===== src/rtl/inst_fetch_queue_if.sv =====
// Fetch-queue bus interface.
// Bundles the PC-unit handshake, the instruction-memory req/ack port and the
// decode valid/ready port of inst_fetch_queue.
//   master : environment side (PC unit, instruction memory, decode)
//   slave  : inst_fetch_queue side
// Parameter CNT_W sets the width of Count (log2(DEPTH)+1).
interface inst_fetch_queue_if #(
    parameter int unsigned CNT_W = 3
);
    logic [31:0]      PC;
    logic             PcValid;
    logic             PcStall;
    logic             Redirect;
    logic             ImReq;
    logic [31:0]      ImAddr;
    logic             ImAck;
    logic [31:0]      ImData;
    logic             InstValid;
    logic [31:0]      Inst;
    logic [31:0]      InstPc;
    logic             InstReady;
    logic [CNT_W-1:0] Count;

    modport master (
        output PC, PcValid, Redirect, ImAck, ImData, InstReady,
        input  PcStall, ImReq, ImAddr, InstValid, Inst, InstPc, Count
    );

    modport slave (
        input  PC, PcValid, Redirect, ImAck, ImData, InstReady,
        output PcStall, ImReq, ImAddr, InstValid, Inst, InstPc, Count
    );
endinterface


===== src/rtl/inst_fetch_queue.sv =====
// Instruction fetch queue.
// Accepts fetch addresses from the PC unit, issues one word read at a time
// to instruction memory (req/ack), and buffers {instruction, PC} pairs in a
// DEPTH-entry FIFO that feeds decode through valid/ready. Redirect flushes
// the FIFO and drops any in-flight read.
// Ports:
//   Clk    : clock, rising edge
//   ReSet  : synchronous active-high reset
//   bus    : inst_fetch_queue_if.slave (PC, PcValid, PcStall, Redirect,
//            ImReq, ImAddr, ImAck, ImData, InstValid, Inst, InstPc,
//            InstReady, Count)
// Optional build macro FQ_BYPASS_EN: when the FIFO is empty, an ack in WAIT
// is presented to decode in the same cycle and, if consumed, not enqueued.
module inst_fetch_queue #(
    parameter int unsigned DEPTH = 4,
    parameter int unsigned CNT_W = 3
) (
    input logic               Clk,
    input logic               ReSet,
    inst_fetch_queue_if.slave bus
);

    localparam int unsigned PTR_W = (DEPTH > 1) ? $clog2(DEPTH) : 1;

    typedef enum logic [1:0] {
        ST_IDLE,
        ST_WAIT,
        ST_DROP
    } state_t;

    typedef struct packed {
        logic [31:0] inst;
        logic [31:0] pc;
    } entry_t;

    state_t             state_q, state_d;
    logic               im_req_q, im_req_d;
    logic [31:0]        im_addr_q, im_addr_d;
    logic [PTR_W-1:0]   head_q, head_d;
    logic [PTR_W-1:0]   tail_q, tail_d;
    logic [CNT_W-1:0]   count_q, count_d;
    entry_t             mem_q [DEPTH];
    entry_t             mem_d [DEPTH];

    logic               full;
    logic               empty;
    logic               accept;
    logic               ack_push;
    logic               bypass;
    logic               fifo_push;
    logic               fifo_pop;
    entry_t             head_e;
    logic               pc_low_unused;

    // Address bits [1:0] are dropped by word alignment.
    always_comb pc_low_unused = ^bus.PC[1:0];

    always_comb begin
        full     = (count_q == CNT_W'(DEPTH));
        empty    = (count_q == '0);
        head_e   = mem_q[head_q];
        accept   = (state_q == ST_IDLE) && bus.PcValid && !full && !bus.Redirect;
        ack_push = (state_q == ST_WAIT) && bus.ImAck && !bus.Redirect;
`ifdef FQ_BYPASS_EN
        bypass   = ack_push && empty;
`else
        bypass   = 1'b0;
`endif
        // A bypassed word taken by decode this cycle never enters the FIFO.
        fifo_push = ack_push && !(bypass && bus.InstReady);
        fifo_pop  = !empty && bus.InstReady && !bus.Redirect;
    end

    always_comb begin
        bus.PcStall   = !((state_q == ST_IDLE) && !full);
        bus.ImReq     = im_req_q;
        bus.ImAddr    = im_addr_q;
        bus.Count     = count_q;
        bus.InstValid = !empty || bypass;
        if (!empty) begin
            bus.Inst   = head_e.inst;
            bus.InstPc = head_e.pc;
        end else if (bypass) begin
            bus.Inst   = bus.ImData;
            bus.InstPc = im_addr_q;
        end else begin
            bus.Inst   = '0;
            bus.InstPc = '0;
        end
    end

    // Fetch FSM next state
    always_comb begin
        state_d   = state_q;
        im_req_d  = im_req_q;
        im_addr_d = im_addr_q;
        case (state_q)
            ST_IDLE: begin
                if (accept) begin
                    im_addr_d = {bus.PC[31:2], 2'b00};
                    im_req_d  = 1'b1;
                    state_d   = ST_WAIT;
                end
            end
            ST_WAIT: begin
                // Redirect with ack discards the word and returns to IDLE;
                // redirect without ack must still wait out the read in DROP.
                if (bus.ImAck) begin
                    im_req_d = 1'b0;
                    state_d  = ST_IDLE;
                end else if (bus.Redirect) begin
                    state_d  = ST_DROP;
                end
            end
            ST_DROP: begin
                if (bus.ImAck) begin
                    im_req_d = 1'b0;
                    state_d  = ST_IDLE;
                end
            end
            default: begin
                im_req_d = 1'b0;
                state_d  = ST_IDLE;
            end
        endcase
    end

    // FIFO next state
    always_comb begin
        mem_d   = mem_q;
        head_d  = head_q;
        tail_d  = tail_q;
        count_d = count_q;
        if (bus.Redirect) begin
            head_d  = '0;
            tail_d  = '0;
            count_d = '0;
        end else begin
            if (fifo_push) begin
                mem_d[tail_q] = '{inst: bus.ImData, pc: im_addr_q};
                tail_d        = tail_q + PTR_W'(1);
            end
            if (fifo_pop) begin
                head_d = head_q + PTR_W'(1);
            end
            count_d = count_q + CNT_W'(fifo_push) - CNT_W'(fifo_pop);
        end
    end

    always_ff @(posedge Clk) begin
        if (ReSet) begin
            state_q   <= ST_IDLE;
            im_req_q  <= 1'b0;
            im_addr_q <= '0;
            head_q    <= '0;
            tail_q    <= '0;
            count_q   <= '0;
            for (int unsigned i = 0; i < DEPTH; i++) begin
                mem_q[i] <= '0;
            end
        end else begin
            state_q   <= state_d;
            im_req_q  <= im_req_d;
            im_addr_q <= im_addr_d;
            head_q    <= head_d;
            tail_q    <= tail_d;
            count_q   <= count_d;
            mem_q     <= mem_d;
        end
    end

endmodule


===== src/flat_wrapper.sv =====
// flat-port wrapper written by rule: the top's interface ports become plain ports
module inst_fetch_queue_flat 
#(
    parameter int unsigned DEPTH = 4,
    parameter int unsigned CNT_W = 3
)
  (Clk, ReSet, bus_PC, bus_PcValid, bus_Redirect, bus_ImAck, bus_ImData, bus_InstReady, bus_PcStall, bus_ImReq, bus_ImAddr, bus_InstValid, bus_Inst, bus_InstPc, bus_Count);
  inst_fetch_queue_if #(.CNT_W(CNT_W)) bus_i ();
  input logic Clk;
  input logic ReSet;
  input wire logic [$bits(bus_i.PC)-1:0] bus_PC;
  input wire logic [$bits(bus_i.PcValid)-1:0] bus_PcValid;
  input wire logic [$bits(bus_i.Redirect)-1:0] bus_Redirect;
  input wire logic [$bits(bus_i.ImAck)-1:0] bus_ImAck;
  input wire logic [$bits(bus_i.ImData)-1:0] bus_ImData;
  input wire logic [$bits(bus_i.InstReady)-1:0] bus_InstReady;
  output wire logic [$bits(bus_i.PcStall)-1:0] bus_PcStall;
  output wire logic [$bits(bus_i.ImReq)-1:0] bus_ImReq;
  output wire logic [$bits(bus_i.ImAddr)-1:0] bus_ImAddr;
  output wire logic [$bits(bus_i.InstValid)-1:0] bus_InstValid;
  output wire logic [$bits(bus_i.Inst)-1:0] bus_Inst;
  output wire logic [$bits(bus_i.InstPc)-1:0] bus_InstPc;
  output wire logic [$bits(bus_i.Count)-1:0] bus_Count;
  assign bus_i.PC = bus_PC;
  assign bus_i.PcValid = bus_PcValid;
  assign bus_i.Redirect = bus_Redirect;
  assign bus_i.ImAck = bus_ImAck;
  assign bus_i.ImData = bus_ImData;
  assign bus_i.InstReady = bus_InstReady;
  assign bus_PcStall = bus_i.PcStall;
  assign bus_ImReq = bus_i.ImReq;
  assign bus_ImAddr = bus_i.ImAddr;
  assign bus_InstValid = bus_i.InstValid;
  assign bus_Inst = bus_i.Inst;
  assign bus_InstPc = bus_i.InstPc;
  assign bus_Count = bus_i.Count;
  inst_fetch_queue #(.DEPTH(DEPTH), .CNT_W(CNT_W)) u_core (.Clk(Clk), .ReSet(ReSet), .bus(bus_i));
endmodule

===== config.mk =====
export PLATFORM = sky130hd
export DESIGN_NAME = inst_fetch_queue_flat
export DESIGN_NICKNAME = d
export VERILOG_FILES = /design/src/rtl/inst_fetch_queue_if.sv /design/src/rtl/inst_fetch_queue.sv /design/src/flat_wrapper.sv
export SDC_FILE = /design/constraint.sdc
export NUM_CORES = 1
export LEC_CHECK = 0
export CAP_MARGIN = 20
export CORE_MARGIN = 8
export CORE_UTILIZATION = 45
export CTS_BUF_LIST = sky130_fd_sc_hd__clkbuf_4 sky130_fd_sc_hd__clkbuf_8
export DETAILED_ROUTE_END_ITERATION = 10
export MAX_ROUTING_LAYER = met4
export PLACE_DENSITY = 0.76
export SYNTH_ARGS = -nofsm -noshare
export SYNTH_HDL_FRONTEND = slang
export SYNTH_SLANG_ARGS = --single-unit

===== constraint.sdc =====
create_clock -name Clk -period 2.38 [get_ports Clk]
set_input_delay 0.476 -clock Clk [delete_from_list [all_inputs] [get_ports Clk]]
set_output_delay 0.476 -clock Clk [all_outputs]
set_load 0.03 [all_outputs]

==> flow_summary.yaml <==
status:
  status: "complete, but fails checks"
  violations: "negative setup slack"
routing:
  vias: 10500
  wl_per_cell_um: 17.6
  wl_um: 34600
  ant_nets: 0
  drc: 0
  firstDrtPassIters: 5
  drtIter0Drc: 807
  vias_per_cell: 5.34
timing:
  timing.fmax_mhz: 377
  slew_viol_final: 0
  fin_crit_sh_pct: 111
  fin_skew_ps: 30.0
  hold_viol_final: 0
  min_period_ps: 2650
  setup_viol: 62
  holdWs_ps: 343
  rsz0062_at_grt: "yes"
  setup_slack_ps: -273
finish:
  areaGrowthSynthToFinish_pct: 29.7
  nets: 1675
  multi_input_area_um2: 5830
  drive_above_1_share_pct: 20.2
  instances_no_fill: 1966
  ff_latch_area_um2: 5780
  nFillCells: 2345
  antenna_cells: 0
flow_run:
  maxCapViolCount: 0
clock_network:
  cts_buffers: 49
  htreeDepth: 2
  cts_hold_buf: 0
  root_buffer: "clkbuf_8"
  clock_latency_ps: 570
  clock_path_buffers: 3
  clk_pin_slew_worst_paths_ps: 60
  cts_tree: "yes"
  clkSinkCount: 288
setup_path:
  reg2reg_to: "u_core.bus.Count[2]"
  crit_path_max_incr_delay_ps: 530
  required_ps: 1900
  path_class: "flop to output port"
  crit_chain: "buf_12 > mux4_2 > and2_1 > clkdlybuf4s15_2"
  reg2reg_depth: 11
  crit_path_start_kind: "flop"
  reg2reg_from: "u_core.bus.Count[0]"
  crit_path_end: "bus_Inst[6]"
  end_kind: "output port"
  worst_ep_arrival_time_ps: 2180
  reg2reg_setup_slack_ps: 130
  setup.worst_path.start: "u_core.head_q[0]"
  crit_family: "multiplexers"
  crit_fanout: 11
  crit_slowest_cell: "mux4_2"
  path_depth: 4
  cp_num_buf_inv: 2
global_routing:
  grt_pass1_wl_um: 55700
  grt_max_degree: 104
  antenna_found_initial: 0
  grtUsageTotal_pct: 21.2
  grt_pass1_vias: 10800
  grt_overflow_total: 0
worst_hold_path:
  hp-class: "primary input to flop"
die:
  core_area_um2: 26700
  die_area_um2: 32600
  die-height_um: 180
  ios: 172
  rows: 60
  die_x_um: 180
  initial_core_util_pct: 45.5
placed_design:
  dp_hpwl_um: 20400
  dpl.cell_count: 1864
  numPortBuffers: 165
  gp_congestion: 0.761
synth:
  seq_area_frac_synth_pct: 47.4
  ys_types: 31
  yosysWarnings: 0
  ys_ff_latch: 288
  netlist_instances: 1429
  synth_area_um2: 12200
  syn_avg_cell_area_um2: 8.52
power_and_ir_drop:
  peakVddDrop_mv: 0.495
  total_power_mw: 10.7
  powerDensity_nw_per_um2: 681
  leakagePower_nw: 5.43
synth_stat cells:
| cell type | count | area, um^2 |
|---|---|---|
| a21oi_1 | 280 | 1400 |
| and2_1 | 63 | 394 |
| and2_4 | 3 | 26.3 |
| and3_1 | 1 | 6.26 |
| and3b_1 | 1 | 8.76 |
| buf_2 | 40 | 200 |
| buf_4 | 8 | 60.1 |
| buf_6 | 22 | 248 |
| clkbuf_1 | 45 | 169 |
| conb_1 | 1 | 3.75 |
| dfxtp_1 | 288 | 5770 |
| fa_1 | 1 | 20.0 |
| ha_1 | 10 | 125 |
| inv_1 | 9 | 33.8 |
| mux4_2 | 62 | 1400 |
| nand2_1 | 564 | 2120 |
| nand2b_1 | 1 | 6.26 |
| nand3_1 | 1 | 5.00 |
| nand4_1 | 1 | 6.26 |
| nor2_1 | 8 | 30.0 |
| nor2b_1 | 2 | 12.5 |
| nor3b_1 | 3 | 22.5 |
| o2111ai_1 | 1 | 8.76 |
| o211ai_1 | 1 | 7.51 |
| o21a_1 | 1 | 7.51 |
| o21ai_0 | 3 | 15.0 |
| o31ai_1 | 2 | 15.0 |
| or3_1 | 1 | 6.26 |
| or3b_1 | 1 | 8.76 |
| xnor2_1 | 2 | 17.5 |
| xor2_1 | 3 | 26.3 |
what timing repair did:
item / 4_1_cts / 5_1_grt
gates resized for setup: 394 / 9
cloned: 5 / 1
setup endpoints to repair: 64 / 63
setup buffers: 14 / 1
hold endpoints to repair: 0 / 0
pin swaps: 0 / 0
flip-flops by register name, summed over array words and instances (netlist names):
register / flops
u_core.bus.ImAddr: 30
u_core.head_q: 2
u_core.bus.ImReq: 1
u_core.bus.Count: 3
u_core.state_q: 2
u_core.mem_q: 248
u_core.tail_q: 2
kinds of logic after synthesis:
group	share of synthesized area, %
muxes	11.5
adders and majority gates	1.19
buffers and inverters	5.84
and+or+nand+nor	21.8
xor gates and xnor gates	0.360
other	0.0308
DFF	47.4
AOI/OAI and AO/OA	12.0
where the power goes:
part / switching, mW / internal (mW) / total (mW)
Sequential: 0.107 / 4.93 / 5.03
Combinational: 0.644 / 0.446 / 1.09
Clock: 1.96 / 2.66 / 4.62
worst min-delay path by stage:
stage	cells after the start	end	startpoint	slack (ps)
after floorplan	2	u_core.mem_q[100]	u_core.mem_q[100]	430
after global placement	2	u_core.mem_q[225]	u_core.mem_q[225]	440
after detailed placement	2	u_core.mem_q[76]	u_core.mem_q[76]	440
after CTS	2	u_core.mem_q[215]	ReSet	290
after global routing	2	u_core.mem_q[148]	ReSet	310
final	2	u_core.bus.ImAddr[29]	ReSet	340
stage by stage:
stage          worst slack (ps)  util (%)  instance area, um^2  setup TNS [ps]
5_1_grt                    -356      59.0                15800          -16720
3_5_place_dp               -151      53.2                14200            -885
6_report                   -273      59.0                15800          -11580
2_1_floorplan              6.78         -                12200               0
3_3_place_gp               -162      53.2                14200            -835
4_1_cts                    -329      59.0                15800          -15120
cells in the final DEF, fill, tap and decap left out, drive strengths merged:
cell / synthesis / final
nand4: 1 / 1
dfxtp: 288 / 288
or3: 1 / 1
o211ai: 1 / 1
clkinv: 0 / 3
nand3: 1 / 1
mux4: 62 / 62
bufinv: 0 / 1
nand2b: 1 / 1
or3b: 1 / 1
fa: 1 / 1
and3b: 1 / 1
clkbuf: 45 / 79
nand2: 564 / 564
buf: 70 / 104
ha: 10 / 10
clkdlybuf4s50: 0 / 100
and3: 1 / 1
nor3b: 3 / 3
nor2b: 2 / 2
o21ai: 3 / 3
xor2: 3 / 3
xnor2: 2 / 2
inv: 9 / 11
o2111ai: 1 / 1
and2: 66 / 66
clkdlybuf4s15: 0 / 19
o31ai: 2 / 2
a21oi: 280 / 280
o21a: 1 / 1
nor2: 8 / 8
conb: 1 / 4
routing by layer:
| layer | part of all wire, % | GRT usage [%] |
|---|---|---|
| met5 | 0 | - |
| met4 | 1.8 | 6.61 |
| met3 | 7.7 | 4.68 |
| met2 | 48 | 35.7 |
| met1 | 42 | 25.0 |
worst register-to-register path, cell delays in order, from the launching register on:
cell,delay (ps)
dfxtp_2,320
or3_4,410
nand2_1,100
nor2_1,50
ha_1,270
inv_1,60
ha_1,130
inv_1,50
fa_1,390
xor2_1,160
xnor2_1,140
nor2_1,60
area by class of cell:
class	instances	area share, %
Clock buffer	76	6.07
Clock inverter	6	0.436
Inverter	9	0.214
Multi-Input combinational cell	1020	37.0
Sequential cell	288	36.6
Tap cell	341	2.70
Timing Repair Buffer	226	17.0
Power figures use the tool's default switching activity.
